**config.mk**
```make
export PLATFORM = sky130hd
export DESIGN_NAME = reg_write_arbiter
export DESIGN_NICKNAME = d
export VERILOG_FILES = /design/src/rtl/reg_write_arbiter.sv
export SDC_FILE = /design/constraint.sdc
export NUM_CORES = 1
export LEC_CHECK = 0
export ABC_AREA = 1
export BUFFER_PORTS_ARGS = -buffer_cell sky130_fd_sc_hd__buf_2
export CAP_MARGIN = 20
export CORE_UTILIZATION = 45
export CTS_CLUSTER_DIAMETER = 40
export DETAILED_ROUTE_END_ITERATION = 12
export GPL_ROUTABILITY_DRIVEN = 1
export PLACE_DENSITY_LB_ADDON = 0.15
export SYNTH_ARGS = -nofsm -noshare
export SYNTH_HDL_FRONTEND = slang
export SYNTH_SLANG_ARGS = --single-unit
export TNS_END_PERCENT = 20
```
**constraint.sdc**
```tcl
create_clock -name clock -period 6.09 [get_ports clock]
set_input_delay 1.218 -clock clock [delete_from_list [all_inputs] [get_ports clock]]
set_output_delay 1.218 -clock clock [all_outputs]
set_load 0.005 [all_outputs]
```
**src/rtl/reg_write_arbiter.sv**
```systemverilog
// Register-file write-port arbiter: M/W writeback first, then deferred multdiv
// results from a small FIFO, then a direct multdiv result; a per-register
// scoreboard flags pending multdiv destinations and stalls F/D on hazards.
module reg_write_arbiter #(
    parameter int unsigned DATA_W     = 32,
    parameter int unsigned REG_AW     = 5,
    parameter int unsigned LINK_REG   = 31,
    parameter int unsigned PEND_DEPTH = 2
) (
    input  logic                              clock,
    input  logic                              reset,
    input  logic [31:0]                       fd_ir,
    input  logic [31:0]                       mw_ir,
    input  logic [DATA_W-1:0]                 mw_data,
    input  logic                              md_issue,
    input  logic [REG_AW-1:0]                 md_issue_dest,
    input  logic                              md_ready,
    input  logic [REG_AW-1:0]                 md_dest,
    input  logic [DATA_W-1:0]                 md_result,
    output logic [REG_AW-1:0]                 read_a,
    output logic [REG_AW-1:0]                 read_b,
    output logic [REG_AW-1:0]                 write_d,
    output logic [DATA_W-1:0]                 write_data,
    output logic                              we,
    output logic                              stall,
    output logic                              md_hold,
    output logic [$clog2(PEND_DEPTH+1)-1:0]   pend_count
);

    localparam int unsigned NUM_REGS = 2 ** REG_AW;
    localparam int unsigned CNT_W    = $clog2(PEND_DEPTH + 1);
    localparam int unsigned PTR_W    = (PEND_DEPTH > 1) ? $clog2(PEND_DEPTH) : 1;

    // Opcodes that write a destination register (jal uses the link register).
    function automatic logic isWriteOp(input logic [4:0] op);
        return (op == 5'd0) || (op == 5'd3) || (op == 5'd5) || (op == 5'd8);
    endfunction

    function automatic logic [REG_AW-1:0] destOf(input logic [4:0] op, input logic [4:0] rd);
        return (op == 5'd3) ? REG_AW'(LINK_REG) : REG_AW'(rd);
    endfunction

    function automatic logic [PTR_W-1:0] nextPtr(input logic [PTR_W-1:0] p);
        return (p == PTR_W'(PEND_DEPTH - 1)) ? '0 : p + PTR_W'(1);
    endfunction

    logic [4:0] fdOp, fdRd, fdRs, fdRt;
    logic [4:0] mwOp, mwRd;
    logic       unusedBits;

    assign fdOp = fd_ir[31:27];
    assign fdRd = fd_ir[26:22];
    assign fdRs = fd_ir[21:17];
    assign fdRt = fd_ir[16:12];
    assign mwOp = mw_ir[31:27];
    assign mwRd = mw_ir[26:22];
    // Instruction fields the arbiter never looks at.
    assign unusedBits = ^{fd_ir[11:0], mw_ir[21:0]};

    logic                mwWr;
    logic [REG_AW-1:0]   mwDest;
    logic                fdWr;
    logic [REG_AW-1:0]   fdDest;

    assign mwWr   = isWriteOp(mwOp);
    assign mwDest = destOf(mwOp, mwRd);
    assign fdWr   = isWriteOp(fdOp);
    assign fdDest = destOf(fdOp, fdRd);

    logic [NUM_REGS-1:0] scoreboard;
    logic [NUM_REGS-1:0] sbSet;
    logic [NUM_REGS-1:0] sbClr;

    logic [REG_AW-1:0]   destQ [PEND_DEPTH];
    logic [DATA_W-1:0]   dataQ [PEND_DEPTH];
    logic [PTR_W-1:0]    headPtr;
    logic [PTR_W-1:0]    tailPtr;
    logic                fifoEmpty;
    logic                fifoFull;
    logic                push;
    logic                pop;
    logic                direct;

    assign fifoEmpty = (pend_count == '0);
    assign fifoFull  = (pend_count == CNT_W'(PEND_DEPTH));

    // Register-file read port selection from the F/D instruction format.
    always_comb begin
        read_a = REG_AW'(fdRs);
        read_b = REG_AW'(fdRt);
        case (fdOp)
            5'd2, 5'd4, 5'd6: begin
                read_a = REG_AW'(fdRd);
                read_b = REG_AW'(fdRs);
            end
            5'd7, 5'd8: begin
                read_a = REG_AW'(fdRs);
                read_b = REG_AW'(fdRd);
            end
            default: ;
        endcase
    end

    // Write-port priority, FIFO push/pop and multdiv backpressure.
    always_comb begin
        we         = 1'b0;
        write_d    = '0;
        write_data = '0;
        pop        = 1'b0;
        push       = 1'b0;
        direct     = 1'b0;
        md_hold    = 1'b0;
        sbClr      = '0;
        if (!reset) begin
            if (mwWr) begin
                write_d    = mwDest;
                write_data = mw_data;
                we         = (mwDest != '0);
            end else if (!fifoEmpty) begin
                pop        = 1'b1;
                write_d    = destQ[headPtr];
                write_data = dataQ[headPtr];
                we         = (destQ[headPtr] != '0);
                sbClr[destQ[headPtr]] = we;
            end else if (md_ready) begin
                direct     = 1'b1;
                write_d    = md_dest;
                write_data = md_result;
                we         = (md_dest != '0);
                sbClr[md_dest] = we;
            end
            md_hold = fifoFull && !pop;
            // r0 results are consumed without queueing.
            push    = md_ready && !md_hold && !direct && (md_dest != '0);
        end
    end

    // Scoreboard set request from a newly issued mult/div.
    always_comb begin
        sbSet = '0;
        if (md_issue && (md_issue_dest != '0)) begin
            sbSet[md_issue_dest] = 1'b1;
        end
    end

    // F/D hazard against any pending multdiv destination.
    always_comb begin
        stall = !reset && (scoreboard[read_a] || scoreboard[read_b] ||
                           (fdWr && scoreboard[fdDest]));
    end

    // Scoreboard and FIFO control state; a same-cycle set beats a clear.
    always_ff @(posedge clock) begin
        if (reset) begin
            scoreboard <= '0;
            headPtr    <= '0;
            tailPtr    <= '0;
            pend_count <= '0;
        end else begin
            scoreboard <= (scoreboard & ~sbClr) | sbSet;
            if (push) tailPtr <= nextPtr(tailPtr);
            if (pop)  headPtr <= nextPtr(headPtr);
            case ({push, pop})
                2'b10:   pend_count <= pend_count + CNT_W'(1);
                2'b01:   pend_count <= pend_count - CNT_W'(1);
                default: pend_count <= pend_count;
            endcase
        end
    end

    // FIFO payload storage.
    always_ff @(posedge clock) begin
        if (push) begin
            destQ[tailPtr] <= md_dest;
            dataQ[tailPtr] <= md_result;
        end
    end

endmodule

```
==> results.txt, run 1 <==
Summing the areas of all compound-gate instances in the mapped netlist gives 16.60% of the synthesized area. The post-layout instance count excluding filler cells is 1279, and the placed cell count is 1262. By area, the combinational part of the netlist is dominated by simple AND/OR/NAND/NOR gates. Cells fill 54.05% of the core in the end. In this run the tightest slew margin relative to its limit is 47.45%.

The routed layout has 7106 vias. The tools report the overall overflow remaining after global route as 0. Post-synthesis instance area: 7008 um2.

The run gives 0 as the number of hold violations in the final report. The post-cts hold buffer count was 0; the largest incremental delay on the critical path was 0.46 ns. The analysis attributes to cell leakage a power of 0.003301 uW.

The worst setup path is launched from a primary input. The layout overhead on the synthesized area is 17.25%. In the layout the commonest cells are nand2_1, buf_2, nand3_1. The count of maximum capacitance violations is 0, and the synthesized-area fraction occupied by and/or/nand/nor cells is 32.62%. Subtracting the final worst setup slack from the clock period gives 4.655 ns.

Based on the critical path, the design can be clocked at up to 0.2148 GHz. Across the whole layout, storage elements account for 2963 um2. The number of nets handed over by synthesis was 1094.

The maximum fanout along the worst path is 22. The library cell used most frequently in the layout, excluding fill and tap cells, is nand2_1. Fraction of the cycle the final worst path needs: 76.44%. Synthesis inferred 111 register bits. Clock tree synthesis selected as its root buffer the cell clkbuf_16. The ratio of routed vias to standard cells was 5.556. In the final routed layout, each cell accounts on average for 15.61 um.

The clock-pin slew on the worst setup and hold paths came out at 0.07 ns. The tools report the final routed wirelength across all metal layers as 19970 um. Along the worst hold path, the cell count comes to 2. The run gives 0 as the number of slew-limit violations in the final report. In this run the critical register-to-register path is captured at scoreboard[3]$_SDFF_PP0_. The die covers 16080 um2.

Once placement finished, the instance area stood at 7908 um2. The filler cells instantiated in the layout total 1527. The setup path with the least slack is of type in2out.

The logs give 0.005418 ns for the worst-case clock skew and 3 for the number of levels in the clock H-tree. The tools report the worst hold path endpoint as scoreboard[16]$_SDFF_PP0_. The tightest min-delay check is of the reg2reg type.

In the synthesized netlist the dominant register cell turns out to be edfxtp_1. After clock tree synthesis, the setup repair step added 0 buffers. The final number of setup-violating endpoints came out at 0.

For the placement row count, the log shows 45. CTS saw 111 sinks. The logs give 5 for the first-pass iteration count of the detailed router and 0 for the antenna cell count. The tools report the kind of end point of the critical path as an output port. Worst supply voltage drop on vdd: 0.1803 mV. In this run the critical register-to-register path is launched from pend_count[0]$_SDFFE_PP0P_.

The run finished with clean final reports. For this run, asynchronously set or reset flops after synthesis account for 0%. The endpoint arrival time on the critical path is 3.44 ns, and the number of buffers created by CTS is 9. For this run, the register share of the synthesized area comes to 42.28%.

The clock passes through at most 2 buffers. The first global-routing pass estimated 31880 um of wire. Multiplexer cells account for 0% of the synthesized area.

The layout cell share with drive strength beyond 1 is 21.26%, and the quantity of I/O buffers inserted on ports is 159. The average footprint of a synthesized cell is 7.369 um2, and the xor and xnor fraction of the mapped netlist area is 0.1250%. The number of antenna violations at the first check in global routing was 0. TritonCTS built the clock tree.

The worst hold path begins at scoreboard[16]$_SDFF_PP0_. The total area of multi-input combinational cells is 3491 um2. During I/O placement, the number of pins put on the boundary was 194. The count of nets left with antenna violations after detail routing is 0, and the power density over cell area is 254.7 nW/um2. The core region is 15200 um2. Once the floorplan was initialized, standard cells occupied 46.10% of the core. The count of yosys warnings during synthesis was 0; the post-layout instance area was 8217 um2. The x dimension of the die works out to 126.8 um.

The internal reg-to-reg setup slack came out at 3.31 ns. For this design, the slowest cell found on the critical path is nand3_2. At the end of routability-driven placement, the weighted congestion stood at 0.9613.

Setup total negative slack on the finished layout was measured at 0 ns. In the routed design, unresolved DRC markers number 0. The final layout contains 1229 nets. The number of gates resized after CTS was 0.

The via count of the first global-routing pass is 6320. Across every metal layer, demand over resource in global routing totals 24.99%. The largest net degree at the start of global routing is 53, and the detailed placement HPWL is 14190 um. Setup repair after global routing left no endpoint under its margin.

The worst register-to-register path has a depth of 9. The number of different library cells used by synthesis comes to 43. Synthesis produced a netlist whose cell count is 951. After the first detailed-routing iteration, the DRC count stood at 738.

STA puts the critical path data required time at 4.87 ns. The fraction of the mapped netlist area in adder cells is 0.1785%. The clock reaches the later pin of the worst-skew pair after 0.35 ns.

The critical path goes through buf_2 > nor2_1 > nand3_2 > nand2_1 > nand3_1 > nand3_1 > nand3_1 > nand2_1 > nand2_1 > nand3_1 > nand2_1 > nor2_1 > nand3_1 > nand2_1 > inv_1 > buf_2. For the pin with the worst max-slew slack, the measured transition is 0.7854 ns. The height of the die is 126.8 um. Counting flops with a built-in enable in the synthesized netlist gives 74.
[flip-flops by register name (all words and copies together) (netlist names), named ones only]
register    count
pend_count      2
destQ          10
headPtr         1
scoreboard     32
dataQ          64
tailPtr         1
[area by class of cell]
class | count | share of cell area (%)
Sequential cell | 111 | 36.06
Inverter | 95 | 4.416
Multi-Input combinational cell | 701 | 42.49
Clock inverter | 6 | 0.6396
Timing Repair Buffer | 168 | 10.75
Clock buffer | 10 | 2.787
Tap cell | 188 | 2.863
[kinds of logic (layout without fill, tap and decap cells)]
kind of cell    Yosys count  after routing
simple gates            492            492
compound gates          207            207
buf+inv                 139            279
flops                   111            111
fa+ha+maj                 1              1
xor+xnor                  1              1
[layer usage]
metal  track usage, %  routed length, um  vias to the layer above  part of all wire [%]
li1                 -                  -                     3554                     -
met1            35.45               9443                     3268                    47
met3            2.910               1209                       19                   6.1
met5                0                  0                        -                     0
met2            40.27               9021                      265                    45
met4            7.213                293                        0                   1.5
[power by group]
group / leakage, uW / switching (uW) / internal (uW)
clock network: 0.000139 / 283 / 285
registers: 0.000973 / 15.6 / 837
logic: 0.00219 / 440 / 231
total: 0.00330 / 739 / 1350
[synth_stat cells (5+ instances only)]
master / number / area [um2]
a21oi_1: 105 / 525.5
buf_2: 6 / 30.03
buf_6: 5 / 56.30
clkbuf_1: 30 / 112.6
dfxtp_1: 37 / 740.7
edfxtp_1: 74 / 2222
inv_1: 80 / 300.3
inv_2: 12 / 45.04
nand2_1: 190 / 713.2
nand2_2: 7 / 43.79
nand2_4: 6 / 67.56
nand3_1: 125 / 625.6
nand3b_1: 6 / 45.04
nor2_1: 96 / 360.4
nor3_1: 41 / 205.2
o2111ai_1: 8 / 70.07
o21ai_0: 46 / 230.2
o22ai_1: 35 / 219.0
[per-stage QoR]
| stage | hold slack [ns] | worst slack [ns] | power (uW) |
|---|---|---|---|
| detailed placement | 0.4594 | 1.468 | 1537 |
| finish | 0.4643 | 1.435 | 2092 |
| floorplan | 0.4391 | 1.870 | 1315 |
| global placement | 0.4529 | 1.444 | 1534 |
| global route | 0.5024 | 1.210 | 2212 |
| CTS | 0.4695 | 1.454 | 2098 |
[worst max-delay path: cells and delay by family]
kind	cells	cell delay, ns
AND/OR/NAND/NOR	13	1.95
buffers and inverters	3	0.26
[how the worst max path moves through the flow]
stage	from	endpoint	slack, ns	cells past startpoint
after global routing	fd_ir[30]	stall	1.21	16
after detailed placement	fd_ir[30]	stall	1.47	16
after global placement	fd_ir[30]	stall	1.44	16
final	fd_ir[30]	stall	1.44	16
after floorplan	mw_ir[27]	dataQ[1][0]$_DFFE_PP_	1.87	11
after CTS	fd_ir[30]	stall	1.45	16
No activity file was read; power rests on OpenSTA's default activity.
==> inputs of run 2 (changes only) <==
clock period = 4 ns   (was 6.09 ns; I/O delays follow)
==> run 2 against run 1 <==
Combinational power is 55% higher. Via count is 0.27% higher. Hold slack improved by 0.012 ns. Critical path depth is the same. Setup slack worse by 1.0 ns. Utilization up 0.67 points. Die area unchanged. Clock-buffer cell count fell by 1. Highest routed layer unchanged. Total power grew 60%.
==> results.txt, run 2 (synthesized netlist as in run 1, its figures left out) <==
The most common cell after layout, fill and taps aside is nand2_1. The ratio of routed vias to standard cells was 5.558 (about the same); the buffer and inverter count on the worst path was 4 (+1). The x dimension of the die is 126.8 um (unchanged), and the post-cts gate resize count is 0 (unchanged).

TritonCTS sink count: 111 (unchanged). The source-to-sink clock delay at the later pin of the worst-skew pair was 0.36 ns (about the same). The layout cell share with drive strength beyond 1 came out at 21.66% (+0.40 points). The count of maximum capacitance violations came out at 0 (unchanged). The logs give 9 (unchanged) for the number of buffers created by CTS and 0 (unchanged) for the final number of setup-violating endpoints.

The number of levels in the clock H-tree is 3 (unchanged). The type of the setup path with the least slack was in2out. The largest registers in the layout are dataQ x64, scoreboard x32, destQ x10.

The wire length of the first global-routing pass was 33000 um (+3.5%). The register with the most flip-flops is dataQ. The number of DRC markers after the initial detailed-route iteration is 594 (-20%), and the flip-flop count of the largest register after layout is 64 (unchanged). The clock-pin slew on the worst setup and hold paths was 0.07 ns (about the same); the worst supply voltage drop on vdd was 0.2751 mV (+53%). The final routed wirelength across all metal layers was 20370 um (+2.0%).

The number of hold violations in the final report came out at 0 (unchanged). In this design, the largest share of critical-path delay is due to simple AND/OR/NAND/NOR gates. The quantity of I/O buffers inserted on ports works out to 159 (unchanged). The first-pass iteration count of the detailed router was 7 (+2). For the post-CTS setup-driven buffer insertion count, the log shows 0 (unchanged). The path class of the tightest hold or removal check is reg2reg. The post-cts hold buffer count was 0 (unchanged); the maximum root-to-sink buffer count was 2 (unchanged). The tools report the endpoint arrival time on the critical path as 2.76 ns (-0.68 ns). The run gives 0 ns (unchanged) as the setup TNS after final layout.

The number of antenna violations at the first check in global routing came out at 0 (unchanged). The logs give 0 (unchanged) for the overall overflow remaining after global route and 54 (+1.9%) for the largest net degree at the start of global routing. The largest incremental delay on the critical path came out at 0.38 ns (-0.08 ns). The net count of the finished layout is 1232 (+0.24%), and the number of vias after detailed routing is 7125 (+0.27%). The flow ran to the end, and the final reports show no timing, DRC or antenna violations. The average detailed-routed wire length per instance is 15.89 um (+1.8%).

The cell repeated most along the worst path is nand3_1. Remaining max-slew budget at the tightest pin: 49.06% (+1.6 points). The total global-route track usage was 25.86% (+0.87 points). STA classifies the critical path startpoint as a primary input. Count of pins on the block boundary: 194 (unchanged).

The signal on the critical path passes through buf_2 > inv_2 > nand2_1 > nor2_4 > nand2_8 > o21ai_4 > nand3_1 > nand3_1 > nand3_1 > nand3_1 > nand2_1 > nor2_1 > nand3_1 > nand2_1 > inv_1 > buf_2. The detailed placement HPWL was 14290 um (+0.76%); the worst-case clock skew was 0.009193 ns (+0.003775 ns). The count of nets left with antenna violations after detail routing is 0 (unchanged). Required time reported for the critical path endpoint: 3.20 ns (-1.67 ns). Setup repair after global routing left no endpoint under its margin. The leakage component of the power was 0.003348 uW (+1.4%).

The antenna cell count came out at 0 (unchanged). The maximum fanout along the worst path was 16 (-27%); the setup slack after placement was 0.4370 ns (-1.031 ns). STA classifies the critical path endpoint as an output port.

The power density over cell area was 403.4 nW/um2 (+58%); the height of the die was 126.8 um (unchanged). The placement row count is 45 (unchanged). The layout overhead on the synthesized area came out at 18.71%.

In the layout the commonest cells are nand2_1, buf_2, nand3_1. The fraction of the cycle the final worst path needs is 89.03%. The logs give 16080 um2 (unchanged) for the die outline area and 15200 um2 (unchanged) for the standard cell core area.

The measured slew at the worst slew-check pin came out at 0.7613 ns (-0.02411 ns). For the via count of the first global-routing pass, the log shows 6553 (+3.7%). Root buffer cell: clkbuf_16. The logs give 0.9627 (+0.15%) for the last weighted congestion value of the routability-driven placer and 0.4389 ns (-0.9961 ns) for the setup slack of the critical path after layout.

TritonCTS built the clock tree. The tools report the initial cell density of the core as 46.10% (unchanged). For this run, the top clock speed supported by timing is 0.2808 GHz. For this design, the slowest cell found on the critical path is o21ai_4.

The number of DRC violations after detailed routing came out at 0 (unchanged). The number of slew-limit violations in the final report was 0 (unchanged); the internal reg-to-reg setup slack was 1.72 ns (-1.59 ns). Clock period minus final worst setup slack: 3.561 ns.
[run 2: tightest hold or removal path: cells and delay by family (launching register included)]
family	cells	cell delay (ns)
buffers and inverters	1	0.07
DFF	1	0.30
AOI/OAI and AO/OA	1	0.06
[run 2: power breakdown]
part	leakage, uW	switching (uW)	internal (uW)
logic	0.00221	678	358
registers	0.000973	24.2	1270
clock network	0.000169	451	570
total	0.00335	1150	2200
[run 2: path summary, 6_finish.rpt]
kind	start	endpoint	cells after the start
setup / recovery	fd_ir[30]	stall	16
hold / removal	headPtr$_SDFFE_PP0P_	headPtr$_SDFFE_PP0P_	2
setup reg to reg	pend_count[0]$_SDFFE_PP0P_	scoreboard[31]$_SDFF_PP0_	8
hold reg to reg	headPtr$_SDFFE_PP0P_	headPtr$_SDFFE_PP0P_	2
[run 2: layer usage]
| layer | vias up | GRT usage, % | share of wire, % |
|---|---|---|---|
| met5 | - | 0 | 0 |
| met1 | 3300 | 36.54 | 48 |
| met4 | 0 | 7.353 | 0.92 |
| li1 | 3560 | - | - |
| met3 | 17 | 2.952 | 5.3 |
| met2 | 248 | 41.92 | 46 |
[run 2: cell type report]
class                      instances  area [um2]
clock buffer                       9       225.2
fill                            1528        6883
tap                              188       235.2
sequential                       111        2963
timing repair buffer             171       923.4
clock inverter                     7       118.9
multi-input combinational        701        3491
inverter                          95       362.8
[run 2: per-stage QoR]
stage          util [%]  hold WS [ns]  instances  total power, uW  instance area, um2
6_report          54.72        0.4759       1282             3356                8319
5_1_grt           54.72        0.5244       1282             3546                8319
4_1_cts           54.72        0.4760       1282             3375                8319
2_1_floorplan         -        0.4391        951             2002                7008
3_5_place_dp      52.46        0.4515       1266             2357                7975
3_3_place_gp      52.46        0.4483       1266             2355                7975
